`src/rtl/tras_cmd_arbiter_if.sv`:
```
// Bundle of the shared transceiver command tap: per-requester command inputs on one side,
// the single tap toward the bit-level transceiver plus ownership status on the other.
interface tras_cmd_arbiter_if #(
    parameter int NUM_REQ = 4,
    parameter int CSIZE   = 4
);
    logic [NUM_REQ-1:0]       req_busy;
    logic [NUM_REQ-1:0]       req_cmd_vld;
    logic [NUM_REQ*CSIZE-1:0] req_cmd;
    logic [NUM_REQ*4-1:0]     req_cmd_mid;
    logic [NUM_REQ*2-1:0]     req_cmd_proc_id;
    logic [NUM_REQ-1:0]       req_cmd_ready;
    logic [NUM_REQ-1:0]       grant;
    logic                     tras_cmd_vld;
    logic [CSIZE-1:0]         tras_cmd;
    logic                     tras_cmd_ready;
    logic [3:0]               curr_mid;
    logic [1:0]               curr_proc_id;
    logic                     hold_err;

    modport master (
        output req_busy, req_cmd_vld, req_cmd, req_cmd_mid, req_cmd_proc_id, tras_cmd_ready,
        input  req_cmd_ready, grant, tras_cmd_vld, tras_cmd, curr_mid, curr_proc_id, hold_err
    );

    modport slave (
        input  req_busy, req_cmd_vld, req_cmd, req_cmd_mid, req_cmd_proc_id, tras_cmd_ready,
        output req_cmd_ready, grant, tras_cmd_vld, tras_cmd, curr_mid, curr_proc_id, hold_err
    );
endinterface

```
`src/rtl/tras_cmd_arbiter.sv`:
```
// Round-robin owner of the transceiver command tap: a requester keeps the tap for its whole
// busy window, with a mandatory release gap and a hold watchdog that evicts stalled owners.
module tras_cmd_arbiter #(
    parameter int NUM_REQ  = 4,
    parameter int CSIZE    = 4,
    parameter int HOLD_MAX = 1024
) (
    input  logic              clock,
    input  logic              rst_n,
    tras_cmd_arbiter_if.slave bus
);
    localparam int IDX_W = (NUM_REQ > 1) ? $clog2(NUM_REQ) : 1;
    localparam int CNT_W = (HOLD_MAX > 2) ? $clog2(HOLD_MAX) : 1;

    localparam logic [1:0] ST_IDLE = 2'd0;
    localparam logic [1:0] ST_OWN  = 2'd1;
    localparam logic [1:0] ST_REL  = 2'd2;

    logic [1:0]         state_q,    state_d;
    logic [NUM_REQ-1:0] grant_q,    grant_d;
    logic [IDX_W-1:0]   own_q,      own_d;
    logic [IDX_W-1:0]   rr_ptr_q,   rr_ptr_d;
    logic [3:0]         mid_q,      mid_d;
    logic [1:0]         pid_q,      pid_d;
    logic               hold_err_q, hold_err_d;
    logic [CNT_W-1:0]   hold_cnt_q, hold_cnt_d;
    logic [NUM_REQ-1:0] lockout_q,  lockout_d;

    logic [CSIZE-1:0]   cmd_arr [NUM_REQ];
    logic [3:0]         mid_arr [NUM_REQ];
    logic [1:0]         pid_arr [NUM_REQ];
    logic [NUM_REQ-1:0] req_ready;
    logic [NUM_REQ-1:0] eligible;
    logic               in_own;
    logic               tap_vld;
    logic               handshake;
    logic               wd_expire;
    logic               win_found;
    logic [IDX_W-1:0]   win_idx;
    logic [IDX_W-1:0]   cand;
    logic [IDX_W-1:0]   rr_next;
    int                 scan_idx;

    generate
        for (genvar gi = 0; gi < NUM_REQ; gi++) begin : g_req
            assign cmd_arr[gi]   = bus.req_cmd[gi*CSIZE +: CSIZE];
            assign mid_arr[gi]   = bus.req_cmd_mid[gi*4 +: 4];
            assign pid_arr[gi]   = bus.req_cmd_proc_id[gi*2 +: 2];
            assign req_ready[gi] = grant_q[gi] & bus.tras_cmd_ready & in_own;
        end
    endgenerate

    // The tap is gated by state, so a command left valid when busy falls is simply dropped.
    assign in_own    = (state_q == ST_OWN);
    assign tap_vld   = in_own & bus.req_cmd_vld[own_q];
    assign handshake = tap_vld & bus.tras_cmd_ready;
    assign wd_expire = (hold_cnt_q == CNT_W'(HOLD_MAX - 1)) & ~handshake;
    assign eligible  = bus.req_busy & ~lockout_q;
    assign rr_next   = (own_q == IDX_W'(NUM_REQ - 1)) ? '0 : own_q + 1'b1;

    // First eligible requester at or above rr_ptr, wrapping modulo NUM_REQ.
    always_comb begin
        win_found = 1'b0;
        win_idx   = '0;
        scan_idx  = 0;
        cand      = '0;
        for (int k = 0; k < NUM_REQ; k++) begin
            scan_idx = int'(rr_ptr_q) + k;
            if (scan_idx >= NUM_REQ) begin
                scan_idx = scan_idx - NUM_REQ;
            end
            cand = IDX_W'(scan_idx);
            if (!win_found && eligible[cand]) begin
                win_found = 1'b1;
                win_idx   = cand;
            end
        end
    end

    always_comb begin
        state_d    = state_q;
        grant_d    = grant_q;
        own_d      = own_q;
        rr_ptr_d   = rr_ptr_q;
        mid_d      = mid_q;
        pid_d      = pid_q;
        hold_err_d = 1'b0;
        hold_cnt_d = hold_cnt_q;
        lockout_d  = lockout_q & bus.req_busy;

        case (state_q)
            ST_IDLE: begin
                if (win_found) begin
                    state_d          = ST_OWN;
                    grant_d          = '0;
                    grant_d[win_idx] = 1'b1;
                    own_d            = win_idx;
                    mid_d            = mid_arr[win_idx];
                    pid_d            = pid_arr[win_idx];
                    hold_cnt_d       = '0;
                end
            end
            ST_OWN: begin
                hold_cnt_d = handshake ? '0 : hold_cnt_q + 1'b1;
                // A busy fall wins over a coinciding watchdog expiry: normal release.
                if (!bus.req_busy[own_q]) begin
                    state_d    = ST_REL;
                    grant_d    = '0;
                    rr_ptr_d   = rr_next;
                    hold_cnt_d = '0;
                end else if (wd_expire) begin
                    state_d          = ST_REL;
                    grant_d          = '0;
                    rr_ptr_d         = rr_next;
                    hold_cnt_d       = '0;
                    hold_err_d       = 1'b1;
                    lockout_d[own_q] = 1'b1;
                end
            end
            ST_REL: begin
                state_d = ST_IDLE;
            end
            default: begin
                state_d = ST_IDLE;
                grant_d = '0;
            end
        endcase
    end

    always_ff @(posedge clock or negedge rst_n) begin
        if (!rst_n) begin
            state_q    <= ST_IDLE;
            grant_q    <= '0;
            own_q      <= '0;
            rr_ptr_q   <= '0;
            mid_q      <= '0;
            pid_q      <= '0;
            hold_err_q <= 1'b0;
            hold_cnt_q <= '0;
            lockout_q  <= '0;
        end else begin
            state_q    <= state_d;
            grant_q    <= grant_d;
            own_q      <= own_d;
            rr_ptr_q   <= rr_ptr_d;
            mid_q      <= mid_d;
            pid_q      <= pid_d;
            hold_err_q <= hold_err_d;
            hold_cnt_q <= hold_cnt_d;
            lockout_q  <= lockout_d;
        end
    end

    assign bus.req_cmd_ready = req_ready;
    assign bus.grant         = grant_q;
    assign bus.tras_cmd_vld  = tap_vld;
    assign bus.tras_cmd      = in_own ? cmd_arr[own_q] : '0;
    assign bus.curr_mid      = mid_q;
    assign bus.curr_proc_id  = pid_q;
    assign bus.hold_err      = hold_err_q;
endmodule

```
`src/flat_wrapper.sv`:
```
// flat-port wrapper written by rule: the top's interface ports become plain ports
module tras_cmd_arbiter_flat 
#(
    parameter int NUM_REQ  = 4,
    parameter int CSIZE    = 4,
    parameter int HOLD_MAX = 1024
)
  (clock, rst_n, bus_req_busy, bus_req_cmd_vld, bus_req_cmd, bus_req_cmd_mid, bus_req_cmd_proc_id, bus_tras_cmd_ready, bus_req_cmd_ready, bus_grant, bus_tras_cmd_vld, bus_tras_cmd, bus_curr_mid, bus_curr_proc_id, bus_hold_err);
  tras_cmd_arbiter_if #(.NUM_REQ(NUM_REQ), .CSIZE(CSIZE)) bus_i ();
  input  logic clock;
  input  logic rst_n;
  input wire logic [$bits(bus_i.req_busy)-1:0] bus_req_busy;
  input wire logic [$bits(bus_i.req_cmd_vld)-1:0] bus_req_cmd_vld;
  input wire logic [$bits(bus_i.req_cmd)-1:0] bus_req_cmd;
  input wire logic [$bits(bus_i.req_cmd_mid)-1:0] bus_req_cmd_mid;
  input wire logic [$bits(bus_i.req_cmd_proc_id)-1:0] bus_req_cmd_proc_id;
  input wire logic [$bits(bus_i.tras_cmd_ready)-1:0] bus_tras_cmd_ready;
  output wire logic [$bits(bus_i.req_cmd_ready)-1:0] bus_req_cmd_ready;
  output wire logic [$bits(bus_i.grant)-1:0] bus_grant;
  output wire logic [$bits(bus_i.tras_cmd_vld)-1:0] bus_tras_cmd_vld;
  output wire logic [$bits(bus_i.tras_cmd)-1:0] bus_tras_cmd;
  output wire logic [$bits(bus_i.curr_mid)-1:0] bus_curr_mid;
  output wire logic [$bits(bus_i.curr_proc_id)-1:0] bus_curr_proc_id;
  output wire logic [$bits(bus_i.hold_err)-1:0] bus_hold_err;
  assign bus_i.req_busy = bus_req_busy;
  assign bus_i.req_cmd_vld = bus_req_cmd_vld;
  assign bus_i.req_cmd = bus_req_cmd;
  assign bus_i.req_cmd_mid = bus_req_cmd_mid;
  assign bus_i.req_cmd_proc_id = bus_req_cmd_proc_id;
  assign bus_i.tras_cmd_ready = bus_tras_cmd_ready;
  assign bus_req_cmd_ready = bus_i.req_cmd_ready;
  assign bus_grant = bus_i.grant;
  assign bus_tras_cmd_vld = bus_i.tras_cmd_vld;
  assign bus_tras_cmd = bus_i.tras_cmd;
  assign bus_curr_mid = bus_i.curr_mid;
  assign bus_curr_proc_id = bus_i.curr_proc_id;
  assign bus_hold_err = bus_i.hold_err;
  tras_cmd_arbiter #(.NUM_REQ(NUM_REQ), .CSIZE(CSIZE), .HOLD_MAX(HOLD_MAX)) u_core (.clock(clock), .rst_n(rst_n), .bus(bus_i));
endmodule
```
`config.mk`:
```
export PLATFORM = sky130hd
export DESIGN_NAME = tras_cmd_arbiter_flat
export DESIGN_NICKNAME = d
export VERILOG_FILES = /design/src/rtl/tras_cmd_arbiter_if.sv /design/src/rtl/tras_cmd_arbiter.sv /design/src/flat_wrapper.sv
export SDC_FILE = /design/constraint.sdc
export NUM_CORES = 1
export LEC_CHECK = 0
export ABC_CLOCK_PERIOD_IN_PS = 2900
export CORE_MARGIN = 2
export CORE_UTILIZATION = 45
export DETAILED_ROUTE_END_ITERATION = 7
export PLACE_DENSITY = 0.83
export SYNTH_ARGS = -nofsm -noshare
export SYNTH_HDL_FRONTEND = slang
export SYNTH_SLANG_ARGS = --single-unit
```
`constraint.sdc`:
```
create_clock -name clock -period 2.9 [get_ports clock]
set_input_delay 0.29 -clock clock [delete_from_list [all_inputs] [get_ports clock]]
set_output_delay 0.29 -clock clock [all_outputs]
set_load 0.02 [all_outputs]
```
== Yosys cells after proc, flatten, opt, wreduce, memory -nomap -nowiden ==
Cells that the tools add are included.
Storage, ports and cells
  register bits after elaboration: 31
  input port bits: 51
Cells by class
  add/sub/neg operators: 9
  $lt $le $gt $ge: 14
  eq/ne operators: 7
  multiplexer cells: 60
  bitwise logic cells: 19
  reductions and logical operators: 15
Operators with widths (count)
  $mux 4: 11
  $mux 10: 4
  $mux 2: 16
  $pmux 10 s2: 1
  $lt 2x3->1 const B: 6
  $bmux 4 s2: 2
  $ge 3x3->1 const B: 5
  $mux 1: 15
  $bmux 1 s2: 6
  $pmux 4 s3: 1
  $and 1x1->1: 11
  $add 10x1->10 const B: 1
  $eq 10x10->1 const B: 1
  $and 4x4->4: 2
  $reduce_and 2->1: 4
  $sub 2x1->2 const B: 4
  $add 2x2->3 const B: 2
  $not 2->3: 2
  $logic_and 1x1->1: 5
  $bmux 2 s2: 1
  $demux 1 s2: 2
  $eq 2x2->1 const B: 2
  $ge 2x1->1 const B: 2
  $ne 2x1->1 const B: 2
  other kinds (13): 16

== Depth between registers and ports, before layout ==
  depth after elaboration: 20
  mapped depth: 6
  depth with buffers taken out: 6

== Worst setup path after synthesis ==
Ideal clock, no wire load.
  path kind: register to register
  start: reg u_core.own_q[0]
  end: reg u_core.hold_cnt_q[0]
  library setup time: 0.125 ns
  arrival time: 1.990 ns
  slack: 0.785 ns
  stages on the path, launching flop included: 6
  path buffers: 1
  cell sequence: dfrtp_1 buf_6 mux4_2 a2111oi_4 nor3_2 mux2_2
Between the ends
  longest elaborated chain between the ends: 9
  elaborated cells on any way between the ends: 12
  classes of those cells: 8 x mux; 4 x bitwise
RTL lines
  start, declared: RTL line tras_cmd_arbiter.sv:21  | logic [IDX_W-1:0] own_q, own_d;
  start signal, assigned: RTL line tras_cmd_arbiter.sv:144  | own_q <= own_d;
  $bmux 1 s2: RTL line tras_cmd_arbiter.sv:55  | assign tap_vld = in_own & bus.req_cmd_vld[own_q];
  $mux 1 (implied by the code): RTL line tras_cmd_arbiter.sv:55
  $and 1x1->1: RTL line tras_cmd_arbiter.sv:55
  $and 1x1->1: RTL line tras_cmd_arbiter.sv:56  | assign handshake = tap_vld & bus.tras_cmd_ready;
  $not 1->1: RTL line tras_cmd_arbiter.sv:57  | assign wd_expire = (hold_cnt_q == CNT_W'(HOLD_MAX - 1)) & ~handshake;
  $and 1x1->1: RTL line tras_cmd_arbiter.sv:57
  $mux 10: RTL line tras_cmd_arbiter.sv:111  | end else if (wd_expire) begin
  $mux 10 (*): RTL line tras_cmd_arbiter.sv:106  | if (!bus.req_busy[own_q]) begin
  $pmux 10 s2 (*): RTL line tras_cmd_arbiter.sv:91  | case (state_q)
  end signal, assigned: RTL line tras_cmd_arbiter.sv:149  | hold_cnt_q <= hold_cnt_d;
  end, declared: RTL line tras_cmd_arbiter.sv:26  | logic [CNT_W-1:0] hold_cnt_q, hold_cnt_d;
Mark *: on every way between the ends. The rest lies on a longest branch, timed or not. The select of a mux whose other input is x is not followed.
A chain may end at the register's enable or synchronous reset.

== Worst setup path after layout ==
  start: reg u_core.own_q[0]
  end: out bus_tras_cmd[0]
Between the ends
  longest elaborated chain between the ends: 5
RTL lines
  $not 2->3 (implied by the code): RTL line tras_cmd_arbiter.sv:157  | assign bus.tras_cmd = in_own ? cmd_arr[own_q] : '0;
  $bmux 4 s2: RTL line tras_cmd_arbiter.sv:157
  $mux 4 (implied by the code) (2 in a row): RTL line tras_cmd_arbiter.sv:157
  $mux 4: RTL line tras_cmd_arbiter.sv:157
  end, declared: RTL line flat_wrapper.sv:21  | output wire logic [$bits(bus_i.tras_cmd)-1:0] bus_tras_cmd;
Every way passes these cells. The select of a mux whose other input is x is not followed.

==> summary.md <==
| Metric | Value |
|---|---|
| Status | finished clean |
| Synthesized flop and latch total | 31 |
| Nets | 333 |
| Post_cts resized | 0 |
| Post-CTS repair timing setup buffer count | 0 |
| Number of setup violations in the final report | 0 |
| Fin crit share | 83.0% |
| Vias post-DR | 1824 |
| Cell area after layout | 0.00282 sq mm |
| Core Footprint | 0.00406 sq mm |
| Power Dens Cells | 864 mW/mm^2 |
| Max-cap check violation count | 0 |
| Tightest Pin Transition | 731 ps |
| Largest net degree at the start of global routing | 32 |
| Final max-slew violation count | 0 |
| Clk_lat worst skew | 280 ps |
| Root buf cell | clkbuf_8 |
| Critical Path Source | u_core.own_q[0] |
| Synth area leaders | dfrtp_1 40%, mux4_2 7.0%, nand2_1 5.4% |
| I/O Pins | 71 |
| Port Buffer Count | 70 |
| Site row count | 23 |
| Layout area overhead | 45.7% |
| Chip height | 69.6 um |
| TritonRoute pass-1 iters | 5 |
| Inserted Clock Buffers | 5 |
| Commonest non-fill, non-tap cells in the layout | 70 x clkdlybuf4s50_1, 31 x dfrtp_1, 28 x nand2_1 |
| Most common cell after layout, fill and taps aside | clkdlybuf4s50_1 |
| Cells on worst reg2reg path | 4 |
| Max frequency | 0.416 GHz |
| Crit Path Class | register to primary output |
| CP Capture Type | primary output |
| Routed len/inst | 15.5 um |
| Remaining global-route overflow | 0 |
| Final cell utilization of the core | 69.5% |
| Internal | 0.00142 W |
| RR Endpoint | u_core.hold_cnt_q[0] |
| DP Area | 0.00272 sq mm |
| Worst clock skew | 7.98 ps |
| Worst min path class | input port to async pin |
| CTS Sinks | 31 |
| Drt total wl | 5070 um |
| Final worst slack | 493 ps |
| Arr. time, crit path | 2120 ps |
| Cell accounting for the most synthesized area | dfrtp_1 |
| Starting Density | 47.7% |
| Diode count | 0 |
| Critical Path Fanout Max | 10 |
| Mapped Nets | 255 |
| Reg-to-Reg Start | u_core.own_q[1] |
| Final Instance Count excl. Fillers | 328 |
| Synth Cell Area | 0.00194 sq mm |
| Clock tree buffer depth | 2 |
| Slew margin rel. | 51.2% |
| HPWL Detailed | 3860 um |
| CTS tree | yes |
| Pre-CTS setup slack | 425 ps |
| Maximum VDD drop | 0.579 mV |
| Min Tclk post-route | 2410 ps |
| Total GRT Usage | 22.1% |
| Yosys cell types | 41 |
| Seq pwr share | 28.0% |
| Hold buffer count at CTS | 0 |
| Sw power | 0.00101 W |
| # H-tree levels | 2 |
| WP data required | 2610 ps |
| DIE WIDTH | 69.6 um |
| Critical path startpoint category | register |
| Unrepaired setup endpoints after global routing | no |
| TNS Setup | 0 ps |
| Via density | 5.56 |
| Synth warn | 0 |
| First-pass GRT wire length | 8740 um |
| Antenna viol nets, final | 0 |
| Die area | 0.00484 sq mm |
| DR DRC count | 0 |
| Top cell type's share of synthesized area | 40.1% |
| Final hold vios | 0 |
| Initial drt markers | 129 |
| R2R Setup Slk | 670 ps |
| Gate power share | 56.0% |
| CTS clk-pin slew, worst paths | 70 ps |
| Vias in the first global route | 1882 |
| Syn Inst Count | 199 |
| Initial antenna violation count | 0 |
| Register area share after synthesis | 40.1% |
| Post-Place Cells | 320 |
| Placer Congestion | 0.833 |
| Sw frac | 41.6% |
| Average instance area after synthesis | 9.73 sq um |
| Clock power share | 16.1% |
| Layout cells sized above 1 | 9.71% |
| LEAKAGE | 1.20 nW |
## synth_stat cells
library cell / instances
nand2_1: 28
nor3_2: 1
a21boi_0: 1
dfrtp_1: 31
xnor2_1: 2
nor3_1: 2
a22oi_1: 1
o41ai_2: 1
nand4_1: 2
a41oi_1: 1
buf_6: 1
or3b_2: 1
o31ai_1: 1
a22o_1: 8
mux2i_1: 9
and3_1: 2
and3b_1: 1
and2_1: 10
a21oi_1: 5
o21ai_2: 1
mux4_2: 6
ha_1: 5
buf_2: 1
a31oi_1: 5
nor4_1: 1
o2bb2ai_1: 5
nor3b_1: 1
a2111oi_4: 1
o21ai_0: 16
or3_1: 1
nand3_1: 7
nand2b_1: 6
and2_0: 1
nor2_1: 7
inv_1: 11
o21bai_1: 1
clkbuf_1: 3
o221ai_1: 2
o22ai_1: 2
mux2_2: 2
nor2b_1: 6
## stage by stage
stage                     hold slack [ps]  power, W
after floorplan                     -5.59   0.00152
after global placement                466   0.00202
after detailed placement              486   0.00205
after CTS                             402   0.00245
after global routing                  445   0.00260
final                                 392   0.00244
## final cells by class
cell class	count	area (sq um)
clock buffers	7	96.3
flip-flops and latches	31	776
fillers	326	1240
multi-input cells	152	1090
inverters	11	41.3
well taps	50	62.6
clock inverters	1	7.51
repair buffers	76	746
## state kept, by name, summed over array words and instances (netlist names)
| name | count |
|---|---|
| u_core.bus.grant | 4 |
| u_core.state_q | 2 |
| u_core.rr_ptr_q | 2 |
| u_core.own_q | 2 |
| u_core.hold_cnt_q | 10 |
| u_core.bus.hold_err | 1 |
| u_core.bus.curr_mid | 4 |
| u_core.lockout_q | 4 |
| u_core.bus.curr_proc_id | 2 |
## routing by layer
metal	vias up	track usage (%)	wire length, um
met3	8	4.36	268
met1	872	27.7	2140
met2	66	38.6	2580
li1	878	-	-
met5	-	0	0
met4	0	6.32	76
## critical path, cell delays in order, from the launching register on
cell and delay [ps]:
dfrtp_1 380, buf_4 230, mux4_2 520, and2_1 170
clkdlybuf4s50_1 540
## logic make-up after synthesis
logic type	share of synthesized area, %
simple gates	20.3
compound gates	19.2
flops	40.1
mux	12.8
buf+inv	3.55
fa+ha+maj	3.23
xor+xnor	0.905
## power by group through the flow
| stage | Sequential, W | Combinational, W | Clock (W) |
|---|---|---|---|
| after floorplan | 0.000723 | 0.000795 | 0 |
| after global placement | 0.000680 | 0.00134 | 0 |
| after detailed placement | 0.000685 | 0.00137 | 0 |
| after CTS | 0.000679 | 0.00137 | 0.000397 |
| after global routing | 0.000701 | 0.00148 | 0.000416 |
| final | 0.000682 | 0.00136 | 0.000392 |
## worst max-delay path by stage
stage | end | cells after the start
4_1_cts | bus_tras_cmd[0] | 4
3_3_place_gp | u_core.hold_cnt_q[0] | 5
5_1_grt | bus_tras_cmd[0] | 4
2_1_floorplan | u_core.hold_cnt_q[0] | 5
6_report | bus_tras_cmd[0] | 4
3_5_place_dp | u_core.bus.curr_proc_id[0] | 7
No activity file was read; power rests on OpenSTA's default activity.
